## src/rtl/square_sweep_unit_pkg.sv

```systemverilog
// Shared constants for the APU square-channel sweep unit: carry modes,
// default field widths and the mute threshold.
package apu_sweep_pkg;

  localparam int SQ1_CARRY_MODE  = 1;
  localparam int SQ2_CARRY_MODE  = 0;
  localparam int WIDTH_DEF       = 11;
  localparam int SH_W_DEF        = 3;
  localparam int DIV_W_DEF       = 3;
  localparam int MIN_PERIOD_DEF  = 8;

endpackage

```

## src/rtl/square_sweep_unit_if.sv

```systemverilog
// Register-write and channel-timer signals of one sweep unit, seen from the
// decoder (master) and from the sweep unit itself (slave).
interface square_sweep_unit_if
  import apu_sweep_pkg::*;
#(
  parameter int WIDTH = WIDTH_DEF,
  parameter int SH_W  = SH_W_DEF,
  parameter int DIV_W = DIV_W_DEF
);
  logic             half_frame;
  logic             sweep_wr;
  logic             sweep_en;
  logic [DIV_W-1:0] sweep_div;
  logic             sweep_neg;
  logic [SH_W-1:0]  sweep_sh;
  logic             freq_wr;
  logic [WIDTH-1:0] freq_data;
  logic [WIDTH-1:0] freq;
  logic             mute;
  logic             sweep_upd;

  modport master (
    output half_frame, sweep_wr, sweep_en, sweep_div, sweep_neg, sweep_sh,
           freq_wr, freq_data,
    input  freq, mute, sweep_upd
  );

  modport slave (
    input  half_frame, sweep_wr, sweep_en, sweep_div, sweep_neg, sweep_sh,
           freq_wr, freq_data,
    output freq, mute, sweep_upd
  );
endinterface

```

## src/rtl/square_sweep_unit_adder.sv

```systemverilog
// Parametrised ripple-carry adder with explicit carry-in and carry-out,
// kept stand-alone so it can be swept exhaustively on its own.
module square_sweep_adder #(
  parameter int WIDTH = 11
) (
  input  logic [WIDTH-1:0] a_i,
  input  logic [WIDTH-1:0] b_i,
  input  logic             cin_i,
  output logic [WIDTH-1:0] sum_o,
  output logic             cout_o
);

  always_comb begin
    logic c;
    c     = cin_i;
    sum_o = '0;
    for (int i = 0; i < WIDTH; i++) begin
      sum_o[i] = a_i[i] ^ b_i[i] ^ c;
      c        = (a_i[i] & b_i[i]) | (c & (a_i[i] ^ b_i[i]));
    end
    cout_o = c;
  end

endmodule

```

## src/rtl/square_sweep_unit.sv

```systemverilog
// Sweep unit for one APU square channel: period register, shift/add target,
// mute detection and half-frame sweep divider.
module square_sweep_unit
  import apu_sweep_pkg::*;
#(
  parameter int WIDTH      = WIDTH_DEF,
  parameter int SH_W       = SH_W_DEF,
  parameter int DIV_W      = DIV_W_DEF,
  parameter int CARRY_MODE = SQ1_CARRY_MODE,
  parameter int MIN_PERIOD = MIN_PERIOD_DEF
) (
  input  logic                ACLK,
  input  logic                n_RES,
  square_sweep_unit_if.slave  bus
);

  logic [WIDTH-1:0] freq_q, freq_d;
  logic             en_q, en_d;
  logic [DIV_W-1:0] p_q, p_d;
  logic             neg_q, neg_d;
  logic [SH_W-1:0]  sh_q, sh_d;
  logic [DIV_W-1:0] cnt_q, cnt_d;
  logic             reload_q, reload_d;
  logic             upd_q, upd_d;

  logic [WIDTH-1:0] delta;
  logic [WIDTH-1:0] addend;
  logic             cin;
  logic [WIDTH-1:0] target;
  logic             cout;
  logic             mute;

  assign delta  = freq_q >> sh_q;
  assign addend = neg_q ? ~delta : delta;
  // Square1 negates in ones' complement (one lower than Square2).
  assign cin    = neg_q & (CARRY_MODE == 0);

  square_sweep_adder #(.WIDTH(WIDTH)) u_adder (
    .a_i   (freq_q),
    .b_i   (addend),
    .cin_i (cin),
    .sum_o (target),
    .cout_o(cout)
  );

  assign mute = (freq_q < WIDTH'(MIN_PERIOD)) | (~neg_q & cout);

  always_comb begin
    freq_d   = freq_q;
    en_d     = en_q;
    p_d      = p_q;
    neg_d    = neg_q;
    sh_d     = sh_q;
    cnt_d    = cnt_q;
    reload_d = reload_q;
    upd_d    = 1'b0;

    if (bus.half_frame) begin
      upd_d = (cnt_q == '0) & en_q & (sh_q != '0) & ~mute;
      if (upd_d) freq_d = target;
      if ((cnt_q == '0) | reload_q) begin
        cnt_d    = p_q;
        reload_d = 1'b0;
      end else begin
        cnt_d = cnt_q - 1'b1;
      end
    end

    // A direct period write overrides the sweep result; the new fields and
    // reload flag only become visible after this edge.
    if (bus.freq_wr) freq_d = bus.freq_data;
    if (bus.sweep_wr) begin
      en_d     = bus.sweep_en;
      p_d      = bus.sweep_div;
      neg_d    = bus.sweep_neg;
      sh_d     = bus.sweep_sh;
      reload_d = 1'b1;
    end
  end

  always_ff @(posedge ACLK or negedge n_RES) begin
    if (!n_RES) begin
      freq_q   <= '0;
      en_q     <= 1'b0;
      p_q      <= '0;
      neg_q    <= 1'b0;
      sh_q     <= '0;
      cnt_q    <= '0;
      reload_q <= 1'b0;
      upd_q    <= 1'b0;
    end else begin
      freq_q   <= freq_d;
      en_q     <= en_d;
      p_q      <= p_d;
      neg_q    <= neg_d;
      sh_q     <= sh_d;
      cnt_q    <= cnt_d;
      reload_q <= reload_d;
      upd_q    <= upd_d;
    end
  end

  assign bus.freq      = freq_q;
  assign bus.mute      = mute;
  assign bus.sweep_upd = upd_q;

endmodule

```

## src/flat_wrapper.sv

```systemverilog
// flat-port wrapper written by rule: the top's interface ports become plain ports
module square_sweep_unit_flat import apu_sweep_pkg::*;
#(
  parameter int WIDTH      = WIDTH_DEF,
  parameter int SH_W       = SH_W_DEF,
  parameter int DIV_W      = DIV_W_DEF,
  parameter int CARRY_MODE = SQ1_CARRY_MODE,
  parameter int MIN_PERIOD = MIN_PERIOD_DEF
)
  (ACLK, n_RES, bus_half_frame, bus_sweep_wr, bus_sweep_en, bus_sweep_div, bus_sweep_neg, bus_sweep_sh, bus_freq_wr, bus_freq_data, bus_freq, bus_mute, bus_sweep_upd);
  square_sweep_unit_if #(.WIDTH(WIDTH), .SH_W(SH_W), .DIV_W(DIV_W)) bus_i ();
  input  logic ACLK;
  input  logic n_RES;
  input wire logic [$bits(bus_i.half_frame)-1:0] bus_half_frame;
  input wire logic [$bits(bus_i.sweep_wr)-1:0] bus_sweep_wr;
  input wire logic [$bits(bus_i.sweep_en)-1:0] bus_sweep_en;
  input wire logic [$bits(bus_i.sweep_div)-1:0] bus_sweep_div;
  input wire logic [$bits(bus_i.sweep_neg)-1:0] bus_sweep_neg;
  input wire logic [$bits(bus_i.sweep_sh)-1:0] bus_sweep_sh;
  input wire logic [$bits(bus_i.freq_wr)-1:0] bus_freq_wr;
  input wire logic [$bits(bus_i.freq_data)-1:0] bus_freq_data;
  output wire logic [$bits(bus_i.freq)-1:0] bus_freq;
  output wire logic [$bits(bus_i.mute)-1:0] bus_mute;
  output wire logic [$bits(bus_i.sweep_upd)-1:0] bus_sweep_upd;
  assign bus_i.half_frame = bus_half_frame;
  assign bus_i.sweep_wr = bus_sweep_wr;
  assign bus_i.sweep_en = bus_sweep_en;
  assign bus_i.sweep_div = bus_sweep_div;
  assign bus_i.sweep_neg = bus_sweep_neg;
  assign bus_i.sweep_sh = bus_sweep_sh;
  assign bus_i.freq_wr = bus_freq_wr;
  assign bus_i.freq_data = bus_freq_data;
  assign bus_freq = bus_i.freq;
  assign bus_mute = bus_i.mute;
  assign bus_sweep_upd = bus_i.sweep_upd;
  square_sweep_unit #(.WIDTH(WIDTH), .SH_W(SH_W), .DIV_W(DIV_W), .CARRY_MODE(CARRY_MODE), .MIN_PERIOD(MIN_PERIOD)) u_core (.ACLK(ACLK), .n_RES(n_RES), .bus(bus_i));
endmodule
```

## config.mk

```make
export PLATFORM = sky130hd
export DESIGN_NAME = square_sweep_unit_flat
export DESIGN_NICKNAME = d
export VERILOG_FILES = /design/src/rtl/square_sweep_unit_pkg.sv /design/src/rtl/square_sweep_unit_if.sv /design/src/rtl/square_sweep_unit_adder.sv /design/src/rtl/square_sweep_unit.sv /design/src/flat_wrapper.sv
export SDC_FILE = /design/constraint.sdc
export NUM_CORES = 1
export LEC_CHECK = 0
export CAP_MARGIN = 20
export CORE_MARGIN = 4
export CORE_UTILIZATION = 40
export CTS_BUF_LIST = sky130_fd_sc_hd__clkbuf_4
export DETAILED_ROUTE_END_ITERATION = 8
export MAX_ROUTING_LAYER = met4
export PLACE_DENSITY = 0.64
export SKIP_CTS_REPAIR_TIMING = 1
export SLEW_MARGIN = 20
export SYNTH_ARGS = -nofsm -noshare
export SYNTH_HDL_FRONTEND = slang
export SYNTH_SLANG_ARGS = --single-unit
```

## constraint.sdc

```tcl
create_clock -name ACLK -period 7.1 [get_ports ACLK]
set_input_delay 1.42 -clock ACLK [delete_from_list [all_inputs] [get_ports ACLK]]
set_output_delay 1.42 -clock ACLK [all_outputs]
set_load 0.02 [all_outputs]
```

==> flow_summary_export.csv, run 1 <==
group,metric,value,unit
yosys,synth_mux_area_share,26.6,%
yosys,yosys_most_used_dff,"dfrtp_1",
layout,nFillCells,390,
yosys,synth-compound-area-share,7.33,%
yosys,synth_cell_type_count,32,
critical_path,path_class,"reg2out",
yosys,synth-simple-area-share,9.23,%
place,dp.final_hpwl,3280,um
yosys,async_flop_share,100,%
clocking,cts_sinks,24,
critical_path,cp_common_cell,"fa_2",
power_and_ir_drop,power.total,0.499,mW
critical_path,setup.worst_path.start_class,"flop",
die,core,0.00441,mm^2
place,place.gp.congestion,0.939,
clocking,h-tree-depth,1,
yosys,synth_xor_area_share,5.23,%
timing,worst_pin_slew,0.861,ns
die,die_h,75.9,um
run_status,status,"complete, no violations",
grt,antenna_found_initial,0,
yosys,syn_nets,200,
critical_path,crit_path_max_fanout,7,
die,fp.dieArea,0.00576,mm^2
timing,slew_headroom,42.4,%
timing,max_freq,0.146,GHz
clocking,cts_root_buffer,"clkbuf_4",
detailed_routing,avgRoutedWirePerCell,16.7,um
die,start_util,41.8,%
detailed_routing,post-route-drc-count,0,
critical_path,cpMaxStageDelayCell,"mux4_2",
yosys,synth_adder_area_share,12.9,%
timing,fin_skew,0.0159,ns
yosys,synth_area_leaders,"dfrtp_1, mux2i_1, fa_1",
layout,antenna_cells,0,
critical_path,slowest_delay,0.56,ns
power_and_ir_drop,p_int,0.308,mW
yosys,yosysTopAreaCell,"dfrtp_1",
power_and_ir_drop,p_clk_share,13.3,%
critical_path,cp_data_arrival_time,5.44,ns
layout,nNetsFinal,242,
critical_path,worstPathCellList,"mux4_2, mux2i_1, xnor2_1, ha_1, inv_1, fa_1, fa_1, fa_2, fa_2, fa_2, fa_1, fa_1, inv_1, fa_2, fa_2, fa_2, a22o_4, buf_4",
grt,grtUsageTotal,16.9,%
run,cap_violations,0,
detailed_routing,first_iter_violations,78,
clocking,numCtsBuffers,3,
power_and_ir_drop,ir_drop,0.0816,mV
layout,final_cell_mix,"clkdlybuf4s50_1, mux2i_1, dfrtp_1",
clocking,clkTransAtPathRegs,0.13,ns
detailed_routing,via_per_inst,5.44,
yosys,netlist_area,0.00184,mm^2
die,ios,37,
yosys,yosys_register_bits,24,
power_and_ir_drop,leakage,1.04,nW
timing,finalHoldViolCount,0,
yosys,synth-edff-count,0,
die,row_count,24,
timing,slew_violations,0,
critical_path,end_kind,"output pin",
power_and_ir_drop,power_density,214,mW/mm^2
critical_path,cp_data_required_time,5.68,ns
power_and_ir_drop,switching_share,38.3,%
grt,grt_pass1_wl,7020,um
yosys,synth_warnings,0,
layout,area_growth,26.7,%
clocking,cts_tree,"yes",
power_and_ir_drop,p_seq_share,34.4,%
layout,utilization,52.9,%
clocking,clock_latency,0.33,ns
power_and_ir_drop,power_frac_comb,52.3,%
detailed_routing,antenna_left,0,
hold_path,hold_class,"reg2reg",
yosys,yosysTopAreaCellShare,32.6,%
grt,gr-total-overflow,0,
grt,grt_pass1_vias,1414,
timing,fin_crit_sh,96.7,%
clocking,clockBufferDepth,2,
yosys,synth_top_family_by_area,"multiplexers",
detailed_routing,wl,4280,um
grt,grt_max_degree,25,
layout,drive_gt1_share,19.1,%
detailed_routing,drt_pre_antenna_iters,4,
timing,setup_viol_count_final,0,
die,die_w,75.9,um
power_and_ir_drop,switchingPower,0.191,mW
yosys,syn_area_per_cell,11.3,um^2
timing,period_needed,6.86,ns
place,io_buffers,36,
yosys,synthCells,163,
layout,mostFrequentLayoutCell,"clkdlybuf4s50_1",
detailed_routing,vias,1393,
timing,grt_setup_unrepaired,"false",
yosys,synth_seq_area_share,32.6,%
area by class of cell:
type                            instances  area (um^2)  area share, %
Clock buffer                            3         22.5          0.964
Clock inverter                          1         3.75          0.161
Inverter                               14         52.6           2.25
Multi-Input combinational cell        114         1140           49.0
Sequential cell                        24          601           25.7
Tap cell                               52         65.1           2.79
Timing Repair Buffer                   48          447           19.1
path summary, 6_finish.rpt:
path,from,end,slack [ns],cells past startpoint
hold reg to reg,u_core.p_q[1]$_DFFE_PN0P_,u_core.p_q[1]$_DFFE_PN0P_,0.54,1
max in group asynchronous,n_RES,u_core.sh_q[1]$_DFFE_PN0P_,5.66,1
hold / removal,u_core.p_q[1]$_DFFE_PN0P_,u_core.p_q[1]$_DFFE_PN0P_,0.54,1
setup / recovery,u_core.sh_q[1]$_DFFE_PN0P_,bus_mute,0.24,18
min in group asynchronous,n_RES,u_core.bus.freq[8]$_DFFE_PN0P_,1.05,1
setup reg to reg,u_core.sh_q[1]$_DFFE_PN0P_,u_core.bus.freq[5]$_DFFE_PN0P_,1.60,19
metrics by stage:
step                worst slack, ns  TNS [ns]  std cells  cell area (um^2)  hold slack [ns]
floorplan                     0.705         0        163              1840            0.473
global placement              0.134         0        252              2300            0.497
detailed placement           0.0640         0        252              2300            0.512
CTS                          -0.345    -0.345        256              2320            0.545
global route                0.00664         0        256              2340            0.555
finish                        0.238         0        256              2340            0.537
registers in the layout, indices dropped and copies added (netlist names):
register and flops:
u_core.bus.freq 11, u_core.bus.sweep_upd 1, u_core.reload_q 1, u_core.cnt_q 3
u_core.en_q 1, u_core.neg_q 1, u_core.sh_q 3, u_core.p_q 3
worst max-delay path: cells and delay by family, from the launching register on:
kind                       cells  cell delay [ns]
DFF                            1             0.42
xor gates and xnor gates       1             0.14
muxes                          2             0.76
AOI/OAI and AO/OA              1             0.17
adders and majority gates     11             3.34
buffers and inverters          3             0.29
Yosys cell counts (all sizes together) (2+ instances only):
| master | number |
|---|---|
| clkbuf | 5 |
| inv | 14 |
| nor2 | 2 |
| a21oi | 9 |
| ha | 3 |
| mux4 | 5 |
| nand3b | 2 |
| fa | 10 |
| nand2 | 3 |
| mux2i | 31 |
| buf | 6 |
| nor3 | 5 |
| xnor2 | 11 |
| nor4 | 7 |
| dfrtp | 24 |
| o21ai | 8 |
| mux2 | 6 |
kinds of logic after synthesis:
logic type,after synthesis
compound gates,22
mux,42
buf+inv,25
simple gates,26
xor+xnor,11
fa+ha+maj,13
flops,24
power by group through the flow:
stage / clock network, mW / registers [mW] / logic (mW)
3_3_place_gp: 0 / 0.173 / 0.253
5_1_grt: 0.0740 / 0.175 / 0.294
6_report: 0.0665 / 0.172 / 0.261
4_1_cts: 0.0704 / 0.171 / 0.257
3_5_place_dp: 0 / 0.174 / 0.254
2_1_floorplan: 0 / 0.186 / 0.153
layer usage:
metal / wire length (um) / GRT usage (%) / share of wire, % / up-vias
met5: 0 / - / 0 / -
met4: 60 / 5.63 / 1.4 / 0
met3: 233 / 1.98 / 5.4 / 5
met2: 2100 / 26.0 / 49 / 45
met1: 1890 / 23.0 / 44 / 691
li1: - / - / - / 652
No activity file was read; power rests on OpenSTA's default activity.
==> inputs of run 2 (changes only) <==
--- a/config.mk
+++ b/config.mk
@@ -11,9 +11,10 @@
 export CTS_BUF_LIST = sky130_fd_sc_hd__clkbuf_4
 export DETAILED_ROUTE_END_ITERATION = 8
 export MAX_ROUTING_LAYER = met4
-export PLACE_DENSITY = 0.64
+export PLACE_DENSITY = 0.63
 export SKIP_CTS_REPAIR_TIMING = 1
 export SLEW_MARGIN = 20
 export SYNTH_ARGS = -nofsm -noshare
 export SYNTH_HDL_FRONTEND = slang
+export SYNTH_HIERARCHICAL = 1
 export SYNTH_SLANG_ARGS = --single-unit
==> constraint.sdc (replaced) <==
create_clock -name ACLK -period 7.1 [get_ports ACLK]
set_input_delay 1.42 -clock ACLK [delete_from_list [all_inputs] [get_ports ACLK]]
set_output_delay 1.42 -clock ACLK [all_outputs]
set_load 0.05 [all_outputs]
==> flow_summary_export.csv, run 2 <==
group,metric,value,unit
run_status,status,"finished with violations",
run_status,failed_checks,"setup timing",
grt,grt_pass1_vias,1459,
place,preCtsSetupSlack,-0.0968,ns
timing,fin_skew,0.00123,ns
layout,fin_cells,255,
die,fp.dieArea,0.00585,mm^2
timing,setup_viol_count_final,1,
yosys,synthCells,158,
yosys,yosysTopAreaCell,"dfrtp_1",
detailed_routing,vias,1407,
yosys,async_flop_share,100,%
die,ios,37,
critical_path,rrSetupSlack,0.64,ns
timing,period_needed,7.24,ns
critical_path,worstPathCellList,"mux4_2, mux2i_2, xnor2_2, fa_1, inv_1, fa_1, inv_1, fa_1, fa_2, fa_2, fa_2, fa_2, fa_2, fa_2, fa_1, inv_1, fa_1, inv_1, a22o_2, buf_6",
critical_path,crit_family,"adder cells",
layout,nNetsFinal,241,
critical_path,path_class,"reg2out",
die,die_w,76.5,um
critical_path,crit_path_max_fanout,4,
grt,grt_max_degree,15,
timing,grt_setup_unrepaired,"true",
yosys,syn_area_per_cell,11.9,um^2
yosys,synth_most_common_cell,"dfrtp_1",
layout,final_area,0.00245,mm^2
layout,largest_reg_flops,11,
detailed_routing,post-route-drc-count,0,
grt,grt_pass1_wl,7130,um
clocking,h-tree-depth,1,
clocking,numCtsBuffers,3,
power_and_ir_drop,leakage,1.07,nW
timing,max_freq,0.138,GHz
critical_path,end_kind,"output pin",
hold_path,hp-start,"u_core/en_q$_DFFE_PN0P_",
critical_path,cpMaxStageDelayCell,"mux4_2",
clocking,clockBufferDepth,2,
hold_path,holdPathEnd,"u_core/en_q$_DFFE_PN0P_",
clocking,cts_sinks,24,
grt,gr-total-overflow,0,
place,io_buffers,36,
yosys,yosys_most_used_dff,"dfrtp_1",
detailed_routing,antenna_left,0,
layout,drive_gt1_share,33.0,%
run,cap_violations,0,
die,core,0.00444,mm^2
clocking,cts_tree,"yes",
clocking,cts_root_buffer,"clkbuf_4",
critical_path,crit_cells,20,
critical_path,setup.worst_path.start_class,"flop",
critical_path,cp_common_cell,"fa_2",
timing,slew_headroom,55.7,%
timing,slew_violations,0,
layout,area_growth,30.6,%
power_and_ir_drop,power_density,241,mW/mm^2
yosys,synth-edff-count,0,
layout,nFillCells,393,
layout,antenna_cells,0,
place,dpl_cell_area,0.00236,mm^2
detailed_routing,via_per_inst,5.52,
yosys,synth_area_leaders,"dfrtp_1, fa_1, mux2_2",
detailed_routing,avgRoutedWirePerCell,17.3,um
critical_path,r2r_end,"u_core/bus.freq[1]$_DFFE_PN0P_",
layout,final_cell_mix,"clkdlybuf4s50_1, dfrtp_1, mux2_2",
yosys,netlist_area,0.00188,mm^2
timing,finalHoldViolCount,0,
die,start_util,42.2,%
power_and_ir_drop,ir_drop,0.0957,mV
critical_path,crit_buf_inv,5,
yosys,yosysTopAreaCellShare,32.0,%
yosys,synth_common_cells,"dfrtp_1, mux2_2, inv_1",
critical_path,cp_data_required_time,5.68,ns
yosys,synth_cell_type_count,31,
yosys,synth_seq_area_share,32.0,%
yosys,synth_warnings,6,
clocking,clock_latency,0.31,ns
die,row_count,24,
place,place_inst,250,
die,die_h,76.5,um
timing,worst_pin_slew,0.663,ns
place,place.gp.congestion,0.865,
grt,antenna_found_initial,0,
yosys,syn_nets,195,
detailed_routing,wl,4410,um
place,dp.final_hpwl,3550,um
detailed_routing,first_iter_violations,52,
grt,grtUsageTotal,15.7,%
hold_path,worst_hold_path.num_cells,1,
critical_path,cp_data_arrival_time,5.82,ns
timing,fin_crit_sh,102,%
yosys,yosys_register_bits,24,
detailed_routing,drt_pre_antenna_iters,4,
critical_path,r2r-start,"u_core/sh_q[0]$_DFFE_PN0P_",
timing,worst_slack,-0.137,ns
layout,mostFrequentLayoutCell,"clkdlybuf4s50_1",
critical_path,ff2ff_path_depth,21,
clocking,clkTransAtPathRegs,0.14,ns
hold_path,hold_class,"reg2reg",
critical_path,slowest_delay,0.53,ns
-- run 2: worst max-delay path by stage --
| stage | end | slack [ns] | start |
|---|---|---|---|
| global placement | bus_mute | 0.05 | u_core/sh_q[0]$_DFFE_PN0P_ |
| CTS | bus_mute | -0.49 | u_core/sh_q[0]$_DFFE_PN0P_ |
| detailed placement | bus_mute | -0.1 | u_core/sh_q[0]$_DFFE_PN0P_ |
| floorplan | bus_mute | 0.02 | u_core/bus.freq[7]$_DFFE_PN0P_ |
| global route | bus_mute | -0.35 | u_core/sh_q[0]$_DFFE_PN0P_ |
| finish | bus_mute | -0.14 | u_core/sh_q[0]$_DFFE_PN0P_ |
-- run 2: stage by stage --
stage | hold slack, ns | setup TNS, ns | total power [mW] | utilization [%]
global placement | 0.496 | 0 | 0.472 | 52.8
global route | 0.547 | -0.353 | 0.636 | 55.2
finish | 0.538 | -0.137 | 0.591 | 55.2
CTS | 0.532 | -0.490 | 0.586 | 54.3
detailed placement | 0.499 | -0.0968 | 0.482 | 53.1
floorplan | 0.473 | 0 | 0.382 | -
-- run 2: layout make-up --
class / count / area (um^2) / area share (%)
multi-input combinational: 109 / 1190 / 48.6
sequential: 24 / 602 / 24.6
timing repair buffer: 51 / 482 / 19.7
tap: 52 / 65.1 / 2.65
inverter: 15 / 58.8 / 2.40
clock inverter: 1 / 30.0 / 1.23
clock buffer: 3 / 22.5 / 0.919
-- run 2: where the power goes --
group / switching, mW / internal, mW / leakage [nW]
Clock: 0.0433 / 0.0570 / 0.0279
Combinational: 0.163 / 0.154 / 0.757
Sequential: 0.0175 / 0.156 / 0.282
Total: 0.224 / 0.367 / 1.07
-- run 2: worst register-to-register path, delay by kind of cell (launching register included) --
family,cells,cell delay [ns]
and+or+nand+nor,1,0.67
muxes,3,1.10
xor gates and xnor gates,1,0.10
adders and majority gates,11,3.56
buffers and inverters,4,0.25
AOI/OAI and AO/OA,1,0.28
DFF,1,0.43
-- run 2: per-layer routing --
layer / vias to the layer above / GRT usage [%] / routed length [um]
li1: 639 / - / -
met1: 725 / 19.2 / 1910
met2: 37 / 26.5 / 2260
met3: 6 / 2.25 / 167
met4: 0 / 5.25 / 61
met5: - / - / 0
-- run 2: logic make-up after synthesis --
| group | synth area share (%) |
|---|---|
| AO/OA/AOI/OAI | 3.67 |
| XOR/XNOR | 5.13 |
| adder cells (fa/ha/maj) | 13.1 |
| buffers and inverters | 6.00 |
| flip-flops | 32.0 |
| multiplexers | 32.9 |
| other | 0.200 |
| AND/OR/NAND/NOR | 7.00 |
==> inputs of run 3 (changes only) <==
--- a/config.mk
+++ b/config.mk
@@ -5,16 +5,13 @@
 export SDC_FILE = /design/constraint.sdc
 export NUM_CORES = 1
 export LEC_CHECK = 0
-export CAP_MARGIN = 20
 export CORE_MARGIN = 4
 export CORE_UTILIZATION = 40
-export CTS_BUF_LIST = sky130_fd_sc_hd__clkbuf_4
 export DETAILED_ROUTE_END_ITERATION = 8
 export MAX_ROUTING_LAYER = met4
-export PLACE_DENSITY = 0.63
+export PLACE_DENSITY = 0.64
 export SKIP_CTS_REPAIR_TIMING = 1
 export SLEW_MARGIN = 20
 export SYNTH_ARGS = -nofsm -noshare
 export SYNTH_HDL_FRONTEND = slang
-export SYNTH_HIERARCHICAL = 1
 export SYNTH_SLANG_ARGS = --single-unit
==> flow_summary_export.csv, run 3 (synthesis results as in run 1) <==
group,metric,value,unit
run_status,status,"complete, no violations",
critical_path,slowest_delay,0.51,ns
detailed_routing,drt_pre_antenna_iters,4,
detailed_routing,via_per_inst,5.44,
clocking,clockBufferDepth,2,
clocking,cts_tree,"yes",
detailed_routing,antenna_left,0,
critical_path,cp_common_cell,"fa_1",
power_and_ir_drop,leakage,1.05,nW
place,place.gp.congestion,0.878,
detailed_routing,wl,4260,um
timing,max_freq,0.146,GHz
layout,antenna_cells,0,
grt,grtUsageTotal,15.9,%
place,io_buffers,36,
timing,fin_setup_tns,0,ns
timing,fin_skew,0.0136,ns
critical_path,path_class,"reg2out",
die,die_h,75.9,um
critical_path,setup.worst_path.start_class,"flop",
power_and_ir_drop,power_density,245,mW/mm^2
hold_path,hold_class,"reg2reg",
detailed_routing,vias,1383,
die,start_util,41.8,%
critical_path,end_kind,"output pin",
critical_path,crit_path_max_fanout,7,
place,dp.final_hpwl,3220,um
grt,grt_pass1_wl,6720,um
layout,mostFrequentLayoutCell,"clkdlybuf4s50_1",
timing,finalHoldViolCount,0,
layout,nNetsFinal,240,
layout,final_area,0.00238,mm^2
timing,fin_crit_sh,96.6,%
critical_path,cp_data_required_time,5.68,ns
critical_path,worstPathCellList,"mux4_2, mux2i_1, xnor2_1, ha_1, inv_1, fa_1, fa_1, fa_1, fa_1, fa_1, fa_2, fa_2, inv_1, fa_1, fa_1, fa_1, a22o_4, buf_12",
timing,period_needed,6.86,ns
die,core,0.00441,mm^2
power_and_ir_drop,ir_drop,0.106,mV
clocking,cts_sinks,24,
detailed_routing,first_iter_violations,69,
layout,drive_gt1_share,19.8,%
timing,slew_headroom,43.5,%
clocking,clkTransAtPathRegs,0.10,ns
grt,grt_pass1_vias,1365,
clocking,h-tree-depth,1,
grt,antenna_found_initial,0,
clocking,numCtsBuffers,3,
grt,gr-total-overflow,0,
die,die_w,75.9,um
layout,final_cell_mix,"clkdlybuf4s50_1, mux2i_1, dfrtp_1",
timing,setup_viol_count_final,0,
run,cap_violations,0,
timing,grt_setup_unrepaired,"false",
die,row_count,24,
detailed_routing,avgRoutedWirePerCell,16.8,um
die,fp.dieArea,0.00576,mm^2
timing,slew_violations,0,
place,dpl_cell_area,0.00223,mm^2
critical_path,cpMaxStageDelayCell,"mux4_2",
critical_path,cp_data_arrival_time,5.44,ns
layout,largest_reg_flops,11,
timing,worst_pin_slew,0.844,ns
grt,grt_max_degree,25,
layout,area_growth,29.1,%
detailed_routing,post-route-drc-count,0,
clocking,cts_root_buffer,"clkbuf_8",
die,ios,37,
layout,nFillCells,387,
clocking,clock_latency,0.28,ns
-- run 3: cell count changes in the layout (fill, tap and decap cells not counted), moves of 3 or more --
cell      previous run  this run
clkbuf_8             0         3
o21ai_0              4         8
nor4_1               3         7
mux2_2              18         6
mux2i_1             12        30
dfrtp_2              1         5
a21oi_1              4         9
clkbuf_4             3         0
mux2_4              10         0
dfrtp_1             23        19
fa_2                 6         2
buf_4               14         9
nand2_1              7         3
fa_1                 5         8
-- run 3: cell type report --
cell class / count / area [um^2] / area share, %
multi-input combinational: 114 / 1140 / 47.9
sequential: 24 / 607 / 25.5
timing repair buffer: 46 / 444 / 18.7
tap: 52 / 65.1 / 2.74
inverter: 14 / 52.6 / 2.21
clock buffer: 3 / 41.3 / 1.74
clock inverter: 1 / 30.0 / 1.26
-- run 3: critical path, delay by kind of cell (launching register included) --
family | cells | cell delay, ns
AO/OA/AOI/OAI | 1 | 0.19
XOR/XNOR | 1 | 0.14
adder cells (fa/ha/maj) | 11 | 3.37
buffers and inverters | 3 | 0.27
flip-flops | 1 | 0.47
multiplexers | 2 | 0.70
-- run 3: per-stage QoR --
stage                     hold slack (ns)  std cells  setup slack [ns]  util (%)  power, mW
after floorplan                     0.473        163             0.597         -      0.363
after global placement              0.498        242             0.431      50.6      0.440
after detailed placement            0.509        242             0.345      50.6      0.450
after CTS                           0.531        246         -0.000397      52.2      0.576
after global routing                0.536        254            0.0360      53.9      0.622
final                               0.528        254             0.242      53.9      0.583
-- run 3: where the power goes --
group / internal (mW) / switching [mW] / leakage, nW
Clock: 0.0754 / 0.0504 / 0.0357
Combinational: 0.133 / 0.142 / 0.739
Sequential: 0.155 / 0.0282 / 0.278
Total: 0.363 / 0.220 / 1.05
-- run 3: metal layers --
metal  routed length (um)  GRT usage, %  share of wire (%)  up-vias
li1                     -             -                  -      651
met1                 1870          21.2                 44      682
met2                 2120          25.3                 50       44
met3                  216          2.24                5.1        6
met4                   55          4.47                1.3        0
met5                    0             -                  0        -
-- run 3: final timing paths --
kind / endpoint / slack, ns / from / depth (start not counted)
worst min register to register: u_core.p_q[1]$_DFFE_PN0P_ / 0.53 / u_core.p_q[1]$_DFFE_PN0P_ / 1
worst max register to register: u_core.bus.freq[6]$_DFFE_PN0P_ / 1.56 / u_core.bus.freq[4]$_DFFE_PN0P_ / 19
max in group asynchronous: u_core.bus.freq[7]$_DFFE_PN0P_ / 5.59 / n_RES / 1
min in group asynchronous: u_core.bus.freq[8]$_DFFE_PN0P_ / 1.11 / n_RES / 1
worst max-delay path: bus_mute / 0.24 / u_core.bus.freq[4]$_DFFE_PN0P_ / 18
worst min-delay path: u_core.p_q[1]$_DFFE_PN0P_ / 0.53 / u_core.p_q[1]$_DFFE_PN0P_ / 1
